==> config.mk <==
export PLATFORM = sky130hd
export DESIGN_NAME = data_refill_buf
export DESIGN_NICKNAME = d
export VERILOG_FILES = /design/src/rtl/data_refill_buf.sv
export SDC_FILE = /design/constraint.sdc
export NUM_CORES = 1
export LEC_CHECK = 0
export CAP_MARGIN = 40
export CORE_ASPECT_RATIO = 1.1
export CORE_MARGIN = 2
export CORE_UTILIZATION = 40
export CTS_CLUSTER_SIZE = 12
export DETAILED_ROUTE_END_ITERATION = 16
export RECOVER_POWER = 25
export SYNTH_ARGS = -nofsm -noshare
export SYNTH_HDL_FRONTEND = slang
export SYNTH_SLANG_ARGS = --single-unit
==> constraint.sdc <==
create_clock -name clk -period 5.5 [get_ports clk]
set_input_delay 1.1 -clock clk [delete_from_list [all_inputs] [get_ports clk]]
set_output_delay 1.1 -clock clk [all_outputs]
set_load 0.03 [all_outputs]
==> src/rtl/data_refill_buf.sv <==
// Refill assembly buffer: gathers 64-bit refill beats per transaction ID into
// 256-bit lines and writes completed halves into the cache data array.
module data_refill_buf #(
  parameter int unsigned SET_W   = 6,
  parameter int unsigned WAY_W   = 2,
  parameter int unsigned ID_W    = 3,
  parameter int unsigned ENTRIES = 2
) (
  input  logic                     clk,
  input  logic                     rst,
  input  logic                     req_valid,
  output logic                     req_ready,
  input  logic [ID_W-1:0]          req_id,
  input  logic [SET_W-1:0]         req_set,
  input  logic [WAY_W-1:0]         req_way,
  input  logic                     beat_valid,
  output logic                     beat_ready,
  input  logic [ID_W-1:0]          beat_id,
  input  logic [63:0]              beat_data,
  input  logic                     wr_stall,
  output logic                     w_en,
  output logic [SET_W-1:0]         w_set,
  output logic [WAY_W-1:0]         w_way,
  output logic [1:0]               w_mask,
  output logic [255:0]             w_data,
  output logic                     done_valid,
  output logic [ID_W-1:0]          done_id,
  output logic                     err_beat,
  output logic [$clog2(ENTRIES):0] free_cnt
);

  localparam int unsigned IDX_W = $clog2(ENTRIES);
  localparam int unsigned CNT_W = $clog2(ENTRIES) + 1;

  typedef enum logic {IDLE, FILL} ent_state_t;

  ent_state_t         st     [ENTRIES];
  logic [ID_W-1:0]    e_id   [ENTRIES];
  logic [SET_W-1:0]   e_set  [ENTRIES];
  logic [WAY_W-1:0]   e_way  [ENTRIES];
  logic [255:0]       line   [ENTRIES];
  logic [2:0]         cnt    [ENTRIES];
  logic [ENTRIES-1:0] lo_pend, hi_pend, lo_done, hi_done;
  logic [IDX_W-1:0]   rr;

  logic [CNT_W-1:0]   free_n;
  logic               any_idle, dup_id, hit, beat_hit, cand_any;
  logic [IDX_W-1:0]   alloc_idx, hit_idx, gnt, cand;

  // Entries in FILL carry unique IDs, so at most one entry can match a beat.
  always_comb begin
    free_n    = '0;
    any_idle  = 1'b0;
    dup_id    = 1'b0;
    alloc_idx = '0;
    hit       = 1'b0;
    hit_idx   = '0;
    for (int unsigned i = 0; i < ENTRIES; i++) begin
      if (st[i] == IDLE) begin
        if (!any_idle) alloc_idx = IDX_W'(i);
        any_idle = 1'b1;
        free_n   = free_n + CNT_W'(1);
      end else begin
        if (e_id[i] == req_id) dup_id = 1'b1;
        if (e_id[i] == beat_id && cnt[i] < 3'd4) begin
          hit     = 1'b1;
          hit_idx = IDX_W'(i);
        end
      end
    end
  end

  always_comb begin
    cand_any = 1'b0;
    gnt      = '0;
    cand     = '0;
    for (int unsigned k = 0; k < ENTRIES; k++) begin
      cand = rr + IDX_W'(k);
      if (!cand_any && (lo_pend[cand] || hi_pend[cand])) begin
        cand_any = 1'b1;
        gnt      = cand;
      end
    end
  end

  assign req_ready  = any_idle && !dup_id && !rst;
  assign beat_ready = !rst;
  assign beat_hit   = beat_valid && beat_ready && hit;
  assign free_cnt   = free_n;

  assign w_en   = cand_any && !wr_stall && !rst;
  assign w_mask = w_en ? {hi_pend[gnt], lo_pend[gnt]} : 2'b00;
  assign w_set  = w_en ? e_set[gnt] : '0;
  assign w_way  = w_en ? e_way[gnt] : '0;
  assign w_data = w_en ? (line[gnt] & {{128{hi_pend[gnt]}}, {128{lo_pend[gnt]}}}) : '0;

  always_ff @(posedge clk) begin
    if (rst) begin
      for (int unsigned i = 0; i < ENTRIES; i++) begin
        st[i]  <= IDLE;
        cnt[i] <= '0;
      end
      lo_pend    <= '0;
      hi_pend    <= '0;
      lo_done    <= '0;
      hi_done    <= '0;
      rr         <= '0;
      done_valid <= 1'b0;
      done_id    <= '0;
      err_beat   <= 1'b0;
    end else begin
      done_valid <= 1'b0;
      err_beat   <= beat_valid && !hit;

      // The write consumes pre-edge flags; a concurrent beat can only set the
      // other half's pend flag, so clear-then-set ordering is safe.
      if (w_en) begin
        rr <= gnt + IDX_W'(1);
        if (w_mask[0]) begin
          lo_pend[gnt] <= 1'b0;
          lo_done[gnt] <= 1'b1;
        end
        if (w_mask[1]) begin
          hi_pend[gnt] <= 1'b0;
          hi_done[gnt] <= 1'b1;
        end
        done_valid <= (lo_done[gnt] || w_mask[0]) && (hi_done[gnt] || w_mask[1]);
        done_id    <= e_id[gnt];
      end

      if (beat_hit) begin
        line[hit_idx][{cnt[hit_idx][1:0], 6'd0} +: 64] <= beat_data;
        cnt[hit_idx] <= cnt[hit_idx] + 3'd1;
        if (cnt[hit_idx] == 3'd1) lo_pend[hit_idx] <= 1'b1;
        if (cnt[hit_idx] == 3'd3) hi_pend[hit_idx] <= 1'b1;
      end

      for (int unsigned i = 0; i < ENTRIES; i++) begin
        if (st[i] == FILL && lo_done[i] && hi_done[i]) st[i] <= IDLE;
      end

      if (req_valid && req_ready) begin
        st[alloc_idx]      <= FILL;
        e_id[alloc_idx]    <= req_id;
        e_set[alloc_idx]   <= req_set;
        e_way[alloc_idx]   <= req_way;
        cnt[alloc_idx]     <= '0;
        lo_pend[alloc_idx] <= 1'b0;
        hi_pend[alloc_idx] <= 1'b0;
        lo_done[alloc_idx] <= 1'b0;
        hi_done[alloc_idx] <= 1'b0;
      end
    end
  end

endmodule

### Yosys cells after proc, flatten, opt, wreduce, memory -nomap -nowiden

Memory sizes are Yosys's and may differ from the RTL's. A register that Yosys moved wholly into a read port is not among the register bits.
Cells that the tools add are included.

* register bits: 11
* latch bits: 0
* RAM bits: 542
* memory bits (read-only): 0
* output and inout bits: 276
* word-level logic and storage cells: 174
* memories: 6

* add/sub/neg operators: 5
* $mul: 0
* divide/modulo/power cells: 0
* $lt $le $gt $ge: 10
* eq/ne operators: 6
* shift-type cells: 2
* mux-type cells: 91
* bitwise gates (word level): 16
* reductions and logical operators: 31

Memories
* line: depth 2, bits a word 256, read ports 1, clocked after Yosys merged registers in 0, write ports 1, RTL line 41 `logic [255:0] line [ENTRIES];`
* e_set: depth 2, bits a word 6, read ports 1, clocked after Yosys merged registers in 0, write ports 1, RTL line 39 `logic [SET_W-1:0] e_set [ENTRIES];`
* cnt: depth 2, bits a word 3, read ports 3, clocked after Yosys merged registers in 0, write ports 2, RTL line 42 `logic [2:0] cnt [ENTRIES];`
* e_id: depth 2, bits a word 3, read ports 3, clocked after Yosys merged registers in 1, write ports 1, RTL line 38 `logic [ID_W-1:0] e_id [ENTRIES];`
* e_way: depth 2, bits a word 2, read ports 1, clocked after Yosys merged registers in 0, write ports 1, RTL line 40 `logic [WAY_W-1:0] e_way [ENTRIES];`
* st: depth 2, bits a word 1, read ports 2, clocked after Yosys merged registers in 0, write ports 3, RTL line 37 `ent_state_t st [ENTRIES];`

Operator list (count)
* two-way mux 256 bit: 2
* AND 256 bit: 1
* variable shift 64 x 10 -> 256 bit (first input constant): 1
* variable part select 64 x 10 -> 256 bit: 1
* two-way mux 1 bit: 58
* two-way mux 2 bit: 25
* logical AND 1 bit: 19
* AND 2 bit: 6
* equality test 3 bit: 4
* < comparator 1 x 2 -> 1 bit (second input constant): 5
* negation 8 -> 10 bit: 1
* bitwise OR 2 bit: 4
* < comparator 3 bit (second input constant): 2
* two-way mux 3 bit: 2
* two-way mux 6 bit: 1
* OR reduction 3 bit: 2
* zero test 1 bit: 5
* logical OR 1 bit: 4
* inverter 2 bit: 2
* adder 3 x 1 -> 3 bit (second input constant): 1
* demux 1 bit (select 1 bit): 3
* equality test 3 x 1 -> 1 bit (second input constant): 1
* equality test 3 x 2 -> 1 bit (second input constant): 1
* greater-or-equal comparator 1 bit (second input constant): 3
* other kinds (5): 7

### Depth between registers and ports, before layout

Gate-level depths: netlist of run 1.

* depth after elaboration: 22
* mapped depth: 10

### Least setup slack after synthesis of run 1

No wires, ideal clock.

* path type: in2reg
* from: input beat_id[1]
* to: memory line[0][0], enable pin
* library setup time: 429 ps
* data arrival time: 3906 ps
* required time: 5071 ps
* path slack: 1165 ps
* cell stages on the path: 6
* buffers on the path: 1
* cells stage by stage: xnor2_2 -> a41oi_2 -> a21oi_2 -> clkbuf_1 -> ha_1 -> and3_1

* cells in the longest elaborated chain, start to end: 10
* elaborated cells between the ends (all ways): 17
* those cells by class: 1 x add/sub; 2 x eq/ne; 1 x shift; 9 x mux; 3 x reduce/logical; 1 x memory

RTL lines
* start: declaration: RTL line 18 `input logic [ID_W-1:0] beat_id,`
* branches (longest 10 deep; another with negation 8 -> 10 bit)
* end: declaration: RTL line 41

Several ways; the timed one is not identified.

### Worst setup path in the final report of run 1

* from: input wr_stall
* to: output w_data[54]

* cells in the longest elaborated chain, start to end: 4

RTL lines
* start: declaration: RTL line 20 `input logic wr_stall,`
* zero test 1 bit: RTL line 91 `assign w_en = cand_any && !wr_stall && !rst;`
* logical AND 1 bit (2 in series): RTL line 91
* two-way mux 256 bit: RTL line 95 `assign w_data = w_en ? (line[gnt] & {{128{hi_pend[gnt]}}, {128{lo_pend[gnt]}}}) : '0;`
* end: declaration: RTL line 25 `output logic [255:0] w_data,`

No other way between the ends.

==> impl_metrics.tcl, run 1 <==
set metrics [dict create \
    status "complete, but fails checks" \
    violations "max-capacitance violations, max-slew violations" \
    critPathKind "input pin to output port" \
    critPathSlowestCell "clkdlybuf4s50_1" \
    grt_pass1_wl_microns 104000 \
    synthDistinctLibCells 52 \
    post_drt_via_cell_ratio 5.34 \
    synth_edf_count 534 \
    hp-class "register to register" \
    worst_slew_pin_slew_ps 2260 \
    routed_wl_microns 71000 \
    p_leak_uw 0.00992 \
    cp.required_ps 4400 \
    postCtsSetupBuffers 0 \
    routed_wire_length_per_instance_microns 23.7 \
    clk_pin_slew_ps 60 \
    max_slew_margin_pct -52.7 \
    nets 2282 \
    io_buffers 358 \
    ant_nets 0 \
    synth_cells 1878 \
    global_route.usage.total_pct 22.7 \
    crit_path_start_kind "input pin" \
    clock_sinks 556 \
    path_delay_family "buffers and inverters" \
    synth_flop_cell "edfxtp_1" \
    route.detailed.drc 0 \
    crit_path_end_kind "output port" \
    setup_viol 0 \
    cp_num_buf_inv 4 \
    antenna_found_initial 17 \
    grt_pass1_vias 15900 \
    fin_crit_ps 4910 \
    core_area_sq_mm 0.0586 \
    cp.arrival_ps 3810 \
    insertion_delay_ps 630 \
    die_w_microns 236 \
    die_y_microns 259 \
    dpl_cell_area_sq_mm 0.0280 \
    fmax_mhz 204 \
    async_flop_share_pct 0 \
    cts_max_level 2 \
    synth_nets 1969 \
    max_cap_violations 6 \
    initial_utilization_pct 40.4 \
    ys_top_cells_by_area "edfxtp_1 (68%), nand2_1 (8.6%), a21oi_1 (5.7%)" \
    finClkSkew_ps 32.9 \
    rows 93 \
    ios 359 \
    rsz0062_at_grt "false" \
    vias 16000 \
    cts_buffers 57 \
    synth.avg_cell_area_sq_um 12.6 \
    irDropWorstVdd_v 0.000222 \
    grt_start_max_net_pins 144 \
    crit_path_max_fanout 64 \
    dp_hpwl_microns 45300 \
    period_share_pct 89.2 \
    fin_area_sq_mm 0.0295 \
    grt.overflow.total 0 \
    syn-cell-area_sq_mm 0.0237 \
    dieArea_sq_mm 0.0612 \
    cts_hold_buf 0 \
    finalHoldViolCount 0 \
    synth_top_area_share_pct 67.6 \
    cts_tree "done" \
    cp_cell_sequence "dlygate4sd3_1 > a211o_1 > clkinv_1 > o21ai_4 > buf_4 > a21oi_1 > clkdlybuf4s50_1" \
    drive_above_1_share_pct 9.74 \
    cts_max_path_buffers 3 \
    power_density_mw_per_mm2 290 \
    synth-seq-area-share_pct 69.5 \
    maxSlewViolCount 215 \
    clockRootBuffer "clkbuf_16" \
    gp_congestion 0.873 \
    drtIter0Drc 1570 \
    ys_ff_latch 556 \
    power_uw 8570 \
    fin_tns_setup_ps 0 \
    synth_top_area_cell "edfxtp_1" \
    cp_slowest_stage_delay_ps 760 \
    area_delta_synth_final_pct 24.5 \
    ys_warn_count 0 \
    ctsResizeCount 0 \
    dr.pass1.iters 5 \
]
report_power, final:
group / switching (uW) / internal, uW
Sequential: 9.08 / 4620
Clock: 1600 / 2080
Combinational: 160 / 108
Total: 1770 / 6800
state kept, by name, summed over array words and instances, names as in the netlist, 3 cells and up:
signal	count
cnt	6
done_id	3
e_id	6
e_set	12
e_way	4
line	512
layout by cell type, fill, tap and decap left out, drive strengths merged, types with 6 or more instances in the layout:
| cell | count |
|---|---|
| clkbuf | 78 |
| nand3 | 8 |
| o21ai | 9 |
| and2 | 128 |
| clkdlybuf4s50 | 317 |
| xnor2 | 6 |
| nor3b | 128 |
| inv | 14 |
| nand2 | 541 |
| a21oi | 269 |
| nor3 | 8 |
| buf | 46 |
| xor2 | 6 |
| edfxtp | 534 |
| diode | 11 |
| a211oi | 7 |
| dfxtp | 22 |
| dlygate4sd3 | 20 |
| ha | 8 |
| and3 | 6 |
| clkinv | 18 |
| nor2 | 9 |
Yosys cell counts, types with 4 or more instances:
library cell  count
nand2_1         541
edfxtp_1        534
a21oi_1         268
and2_1          128
nor3b_2          90
clkbuf_1         61
buf_2            45
nor3b_1          38
buf_6            23
dfxtp_1          22
inv_1            12
nor2_1            9
ha_1              8
nand3_1           8
nor3_1            7
o21ai_0           7
and3_1            6
buf_1             6
xor2_1            6
a31oi_1           4
nor2b_1           4
cell type report:
class | instances | area [sq um]
Fill cell | 5192 | 29100
Sequential cell | 556 | 16500
Multi-Input combinational cell | 1173 | 6410
Timing Repair Buffer | 389 | 3900
Clock buffer | 72 | 1480
Tap cell | 760 | 951
Clock inverter | 23 | 224
Inverter | 14 | 53.8
Antenna cell | 11 | 27.5
metal layers:
layer	share of wire, %	up-vias	track usage (%)	wire (microns)
met1	43	8042	32.0	30600
met5	0.035	-	0	25
li1	-	7260	-	-
met2	45	602	34.2	32200
met4	3.2	4	7.95	2310
met3	8.2	113	5.57	5810
through the flow:
| stage | utilization, % | hold WS [ps] | cells | worst slack (ps) |
|---|---|---|---|---|
| floorplan | - | 445 | 1878 | 1160 |
| global placement | 47.5 | 469 | 2887 | 776 |
| detailed placement | 47.8 | 477 | 2892 | 759 |
| CTS | 50.7 | 493 | 2987 | 747 |
| global route | 50.3 | 504 | 2988 | 361 |
| finish | 50.3 | 494 | 2998 | 591 |
logic make-up (layout without fill, tap and decap cells):
| logic type | after synthesis | count (layout) | share of synthesized area (%) |
|---|---|---|---|
| compound gates | 306 | 306 | 7.04 |
| xor+xnor | 12 | 12 | 0.538 |
| fa+ha+maj | 8 | 8 | 0.422 |
| buf+inv | 149 | 498 | 3.32 |
| flops | 556 | 556 | 69.5 |
| mux | 2 | 2 | 0.0844 |
| other cells | 0 | 11 | 0 |
| simple gates | 845 | 845 | 19.1 |
tightest hold or removal path, delay by kind of cell (launching register included):
kind            cells  cell delay [ps]
simple gates        1               60
flops               1              330
compound gates      1               50
worst paths after layout:
| kind | startpoint | end | depth (start not counted) | slack, ps |
|---|---|---|---|---|
| max | wr_stall | w_data[54] | 7 | 590 |
| min | cnt[0][2] | cnt[0][2] | 2 | 490 |
| max reg2reg | e_id[1][2] | line[0][234] | 7 | 1210 |
| min reg2reg | cnt[0][2] | cnt[0][2] | 2 | 490 |
Note: power is estimated with default switching activity, not from simulation.
==> run 2, diff against run 1 <==
CTS_CLUSTER_SIZE = 16   (was 12)
clock period = 5.83 ns   (was 5.5 ns; I/O delays follow)
==> impl_metrics.tcl, run 2 (synthesis results as in run 1) <==
set metrics [dict create \
    status "complete, but fails checks" \
    violations "max-capacitance violations, max-slew violations" \
    fin_crit_ps 5240 \
    pre_cts_ws_ps 651 \
    critPathKind "input pin to output port" \
    reg2reg_from "e_id[1][1]" \
    grtUsageMet3_pct 4.51 \
    maxSlewViolCount 30 \
    p_leak_uw 0.0100 \
    cts_buffers 57 \
    insertion_delay_ps 630 \
    drive_above_1_share_pct 9.86 \
    reg2reg_depth 8 \
    grt_start_max_net_pins 127 \
    area_delta_synth_final_pct 25.5 \
    irDropWorstVdd_v 0.000236 \
    cp.required_ps 4660 \
    rows 93 \
    fmax_mhz 191 \
    max_slew_margin_pct -67.8 \
    nFillCells 5157 \
    antenna_found_initial 19 \
    ant_nets 0 \
    cts_max_level 2 \
    grt_util_met2_pct 35.2 \
    dp_hpwl_microns 45600 \
    ios 359 \
    hp-class "register to register" \
    rsz0062_at_grt "false" \
    clock_sinks 556 \
    reg2reg_slack_ps 1290 \
    cts_max_path_buffers 3 \
    gp_congestion 0.819 \
    cts_hold_buf 0 \
    drtIter0Drc 1524 \
    die_y_microns 259 \
    power_density_mw_per_mm2 280 \
    nets 2285 \
    vias 16000 \
    routed_wire_length_per_instance_microns 23.7 \
    busiest_layer "met2" \
    dieArea_sq_mm 0.0612 \
    core_area_sq_mm 0.0586 \
    cp-endpoint "w_data[61]" \
    routed_wl_microns 71300 \
    crit_path_end_kind "output port" \
    route.detailed.drc 0 \
    r2r_end "line[0][173]" \
    grt.overflow.total 0 \
    post_drt_via_cell_ratio 5.31 \
    setup_ws_ps 589 \
    ctsResizeCount 0 \
    cts_tree "done" \
    largest_reg_flops 512 \
    clockRootBuffer "clkbuf_16" \
    initial_utilization_pct 40.4 \
    critPathLaunch "rst" \
    final_common_cell "nand2_1" \
    finalHoldViolCount 0 \
    global_route.usage.total_pct 22.7 \
    crit_path_start_kind "input pin" \
    crit_path_max_fanout 50 \
    fin_tns_setup_ps 0 \
    clk_pin_slew_ps 60 \
    power_uw 8340 \
    setup_viol 0 \
    dr.pass1.iters 6 \
    period_share_pct 89.9 \
    finClkSkew_ps 20.3 \
    grt_pass1_vias 15700 \
    postCtsSetupBuffers 0 \
    grt_pass1_wl_microns 103000 \
    die_w_microns 236 \
    mostFrequentLayoutCells "nand2_1 (541), edfxtp_1 (534), clkdlybuf4s50_1 (331), a21oi_1 (269), and2_1 (128)" \
    cp.arrival_ps 4070 \
    use_met1_pct 32.3 \
    io_buffers 358 \
    worst_slew_pin_slew_ps 2480 \
    max_cap_violations 2 \
]
-- run 2: changes by cell type in the layout (fill, tap and decap cells not counted), sizes merged --
| cell | delta |
|---|---|
| bufinv | +3 |
| buf | -9 |
| clkinvlp | +1 |
| clkinv | +6 |
| diode | -1 |
| clkdlybuf4s50 | +14 |
| dlygate4sd3 | -1 |
-- run 2: cell type report --
| class | count | area [sq um] | area share, % |
|---|---|---|---|
| Clock buffer | 73 | 1520 | 5.09 |
| Inverter | 14 | 53.8 | 0.181 |
| Clock inverter | 33 | 358 | 1.20 |
| Multi-Input combinational cell | 1173 | 6410 | 21.5 |
| Antenna cell | 10 | 25.0 | 0.0841 |
| Sequential cell | 556 | 16500 | 55.3 |
| Timing Repair Buffer | 392 | 3980 | 13.4 |
| Tap cell | 760 | 951 | 3.19 |
-- run 2: stage by stage --
step | cells | hold slack, ps | area [sq um] | utilization, %
after CTS | 3001 | 483 | 29900 | 51.1
final | 3011 | 483 | 29800 | 50.8
after global routing | 3001 | 507 | 29700 | 50.7
after global placement | 2887 | 465 | 27900 | 47.5
after floorplan | 1878 | 445 | 23700 | -
after detailed placement | 2895 | 473 | 28100 | 47.9
-- run 2: worst max-delay path, cell delays in order --
cell and delay [ps]:
dlygate4sd3_1 550, a211o_1 430, clkinv_1 210, o21ai_4 250
buf_12 300, a21oi_1 370, clkdlybuf4s50_1 760
-- run 2: where the power goes --
group	switching (uW)	internal, uW
Sequential	7.72	4350
Clock	1570	2150
Combinational	154	103
Total	1730	6600
-- run 2: per-layer routing --
metal	wire length [microns]	part of all wire [%]
met1	31200	44
met2	32800	46
met3	5410	7.6
met5	0	0
met4	1940	2.7
-- run 2: how the worst min path moves through the flow --
stage | slack, ps | from | depth (start not counted) | endpoint
2_1_floorplan | 450 | cnt[0][2] | 2 | cnt[0][2]
3_3_place_gp | 460 | cnt[0][2] | 2 | cnt[0][2]
3_5_place_dp | 470 | cnt[0][2] | 2 | cnt[0][2]
4_1_cts | 480 | cnt[0][2] | 2 | cnt[0][2]
5_1_grt | 510 | cnt[0][2] | 2 | cnt[0][2]
6_report | 480 | cnt[0][2] | 2 | cnt[0][2]
==> run 3, diff against run 2 <==
PLACE_DENSITY_LB_ADDON = 0.3   (was unset)
==> impl_metrics.tcl, run 3 (synthesis results as in run 1) <==
set metrics [dict create \
    cp_cell_sequence "dlygate4sd3_1 > a211o_1 > clkinv_1 > o21ai_4 > buf_4 > a21oi_1 > clkdlybuf4s50_1" \
    final_common_cell "nand2_1" \
    cts_max_path_buffers 3 \
    hp-class "register to register" \
    largest_reg_flops 512 \
    fmax_mhz 192 \
    critPathSlowestCell "clkdlybuf4s50_1" \
    critPathKind "input pin to output port" \
    setup_viol 0 \
    maxSlewViolCount 233 \
    antenna_found_initial 16 \
    postCtsSetupBuffers 0 \
    crit_path_end_kind "output port" \
    irDropWorstVdd_v 0.000221 \
    pre_cts_ws_ps 684 \
    rsz0062_at_grt "false" \
    violations "max-capacitance violations, max-slew violations" \
    mostFrequentLayoutCells "nand2_1 (541), edfxtp_1 (534), clkdlybuf4s50_1 (338), a21oi_1 (268), and2_1 (128)" \
    insertion_delay_ps 620 \
    cts_buffers 55 \
    clk_pin_slew_ps 70 \
    cp.required_ps 4660 \
    io_buffers 358 \
    cts_tree "done" \
    p_leak_uw 0.00994 \
    dieArea_sq_mm 0.0612 \
    routed_wire_length_per_instance_microns 23.1 \
    area_delta_synth_final_pct 25.6 \
    setup_ws_ps 632 \
    fin_tns_setup_ps 0 \
    vias 16100 \
    power_density_mw_per_mm2 274 \
    clockRootBuffer "clkbuf_16" \
    finalHoldViolCount 0 \
    ctsResizeCount 0 \
    route.detailed.drc 0 \
    dpl_cell_area_sq_mm 0.0282 \
    dr.pass1.iters 5 \
    grt.overflow.total 0 \
    fin_area_sq_mm 0.0298 \
    grt_start_max_net_pins 129 \
    clock_sinks 556 \
    cts_max_level 2 \
    status "complete, but fails checks" \
    initial_utilization_pct 40.4 \
    ios 359 \
    period_share_pct 89.2 \
    max_cap_violations 7 \
    max_slew_margin_pct -32.4 \
    drtIter0Drc 1454 \
    nets 2286 \
    finClkSkew_ps 31.4 \
    gp_congestion 0.853 \
    cp.arrival_ps 4030 \
    fin_crit_ps 5200 \
    crit_path_max_fanout 23 \
    post_drt_via_cell_ratio 5.35 \
    grt_pass1_wl_microns 102000 \
    crit_path_start_kind "input pin" \
    die_y_microns 259 \
    cts_hold_buf 0 \
    routed_wl_microns 69600 \
    dp_hpwl_microns 45400 \
    worst_slew_pin_slew_ps 1990 \
    die_w_microns 236 \
    global_route.usage.total_pct 22.3 \
    rows 93 \
    drive_above_1_share_pct 9.83 \
    cp_slowest_stage_delay_ps 620 \
    grt_pass1_vias 15900 \
    ant_nets 0 \
    core_area_sq_mm 0.0586 \
]
[run 3: cell types whose count changed in the layout (fill, tap and decap cells not counted), moves of 3 or more]
cell,change
buf_4,-9
clkdlybuf4s50_1,+7
nor3b_2,+8
clkbuf_2,+4
clkinvlp_4,+5
nor3b_1,-8
clkinv_4,+3
clkinv_1,+4
clkbuf_1,-5
clkinv_2,-7
clkbuf_8,-3
[run 3: worst paths after layout]
kind	startpoint	to	slack, ps	cells after the start
worst max register to register	e_id[1][2]	line[1][185]	1540	6
worst min register to register	cnt[0][2]	cnt[0][2]	480	2
worst max-delay path	rst	w_data[126]	630	7
worst min-delay path	cnt[0][2]	cnt[0][2]	480	2
[run 3: per-layer routing]
| metal | GRT usage, % | part of all wire (%) |
|---|---|---|
| met1 | 32.0 | 44 |
| met5 | 0 | 0 |
| met2 | 34.1 | 45 |
| met4 | 8.10 | 3.6 |
| met3 | 4.03 | 7.9 |
[run 3: where the power goes]
group	switching, uW	internal [uW]
clock network	1550	1980
logic	153	103
registers	8.14	4350
total	1720	6440
[run 3: metrics by stage]
step           util (%)  total power [uW]  hold WS (ps)  std cells
6_report           50.8              8160           482       3005
5_1_grt            50.8              8380           508       2997
4_1_cts            51.1              8220           483       2997
3_5_place_dp       48.0              4710           474       2898
3_3_place_gp       47.6              4700           463       2888
2_1_floorplan         -              4560           445       1878
[run 3: critical path: cells and delay by family]
kind                   cells  cell delay (ps)
AOI/OAI and AO/OA          3              920
buffers and inverters      4             1920
[run 3: final cells by class]
type / instances / area, sq um
flip-flops and latches: 556 / 16500
multi-input cells: 1173 / 6460
fillers: 5088 / 28900
clock buffers: 64 / 1430
diodes: 8 / 20.0
clock inverters: 35 / 352
well taps: 760 / 951
repair buffers: 395 / 4040
inverters: 14 / 52.6
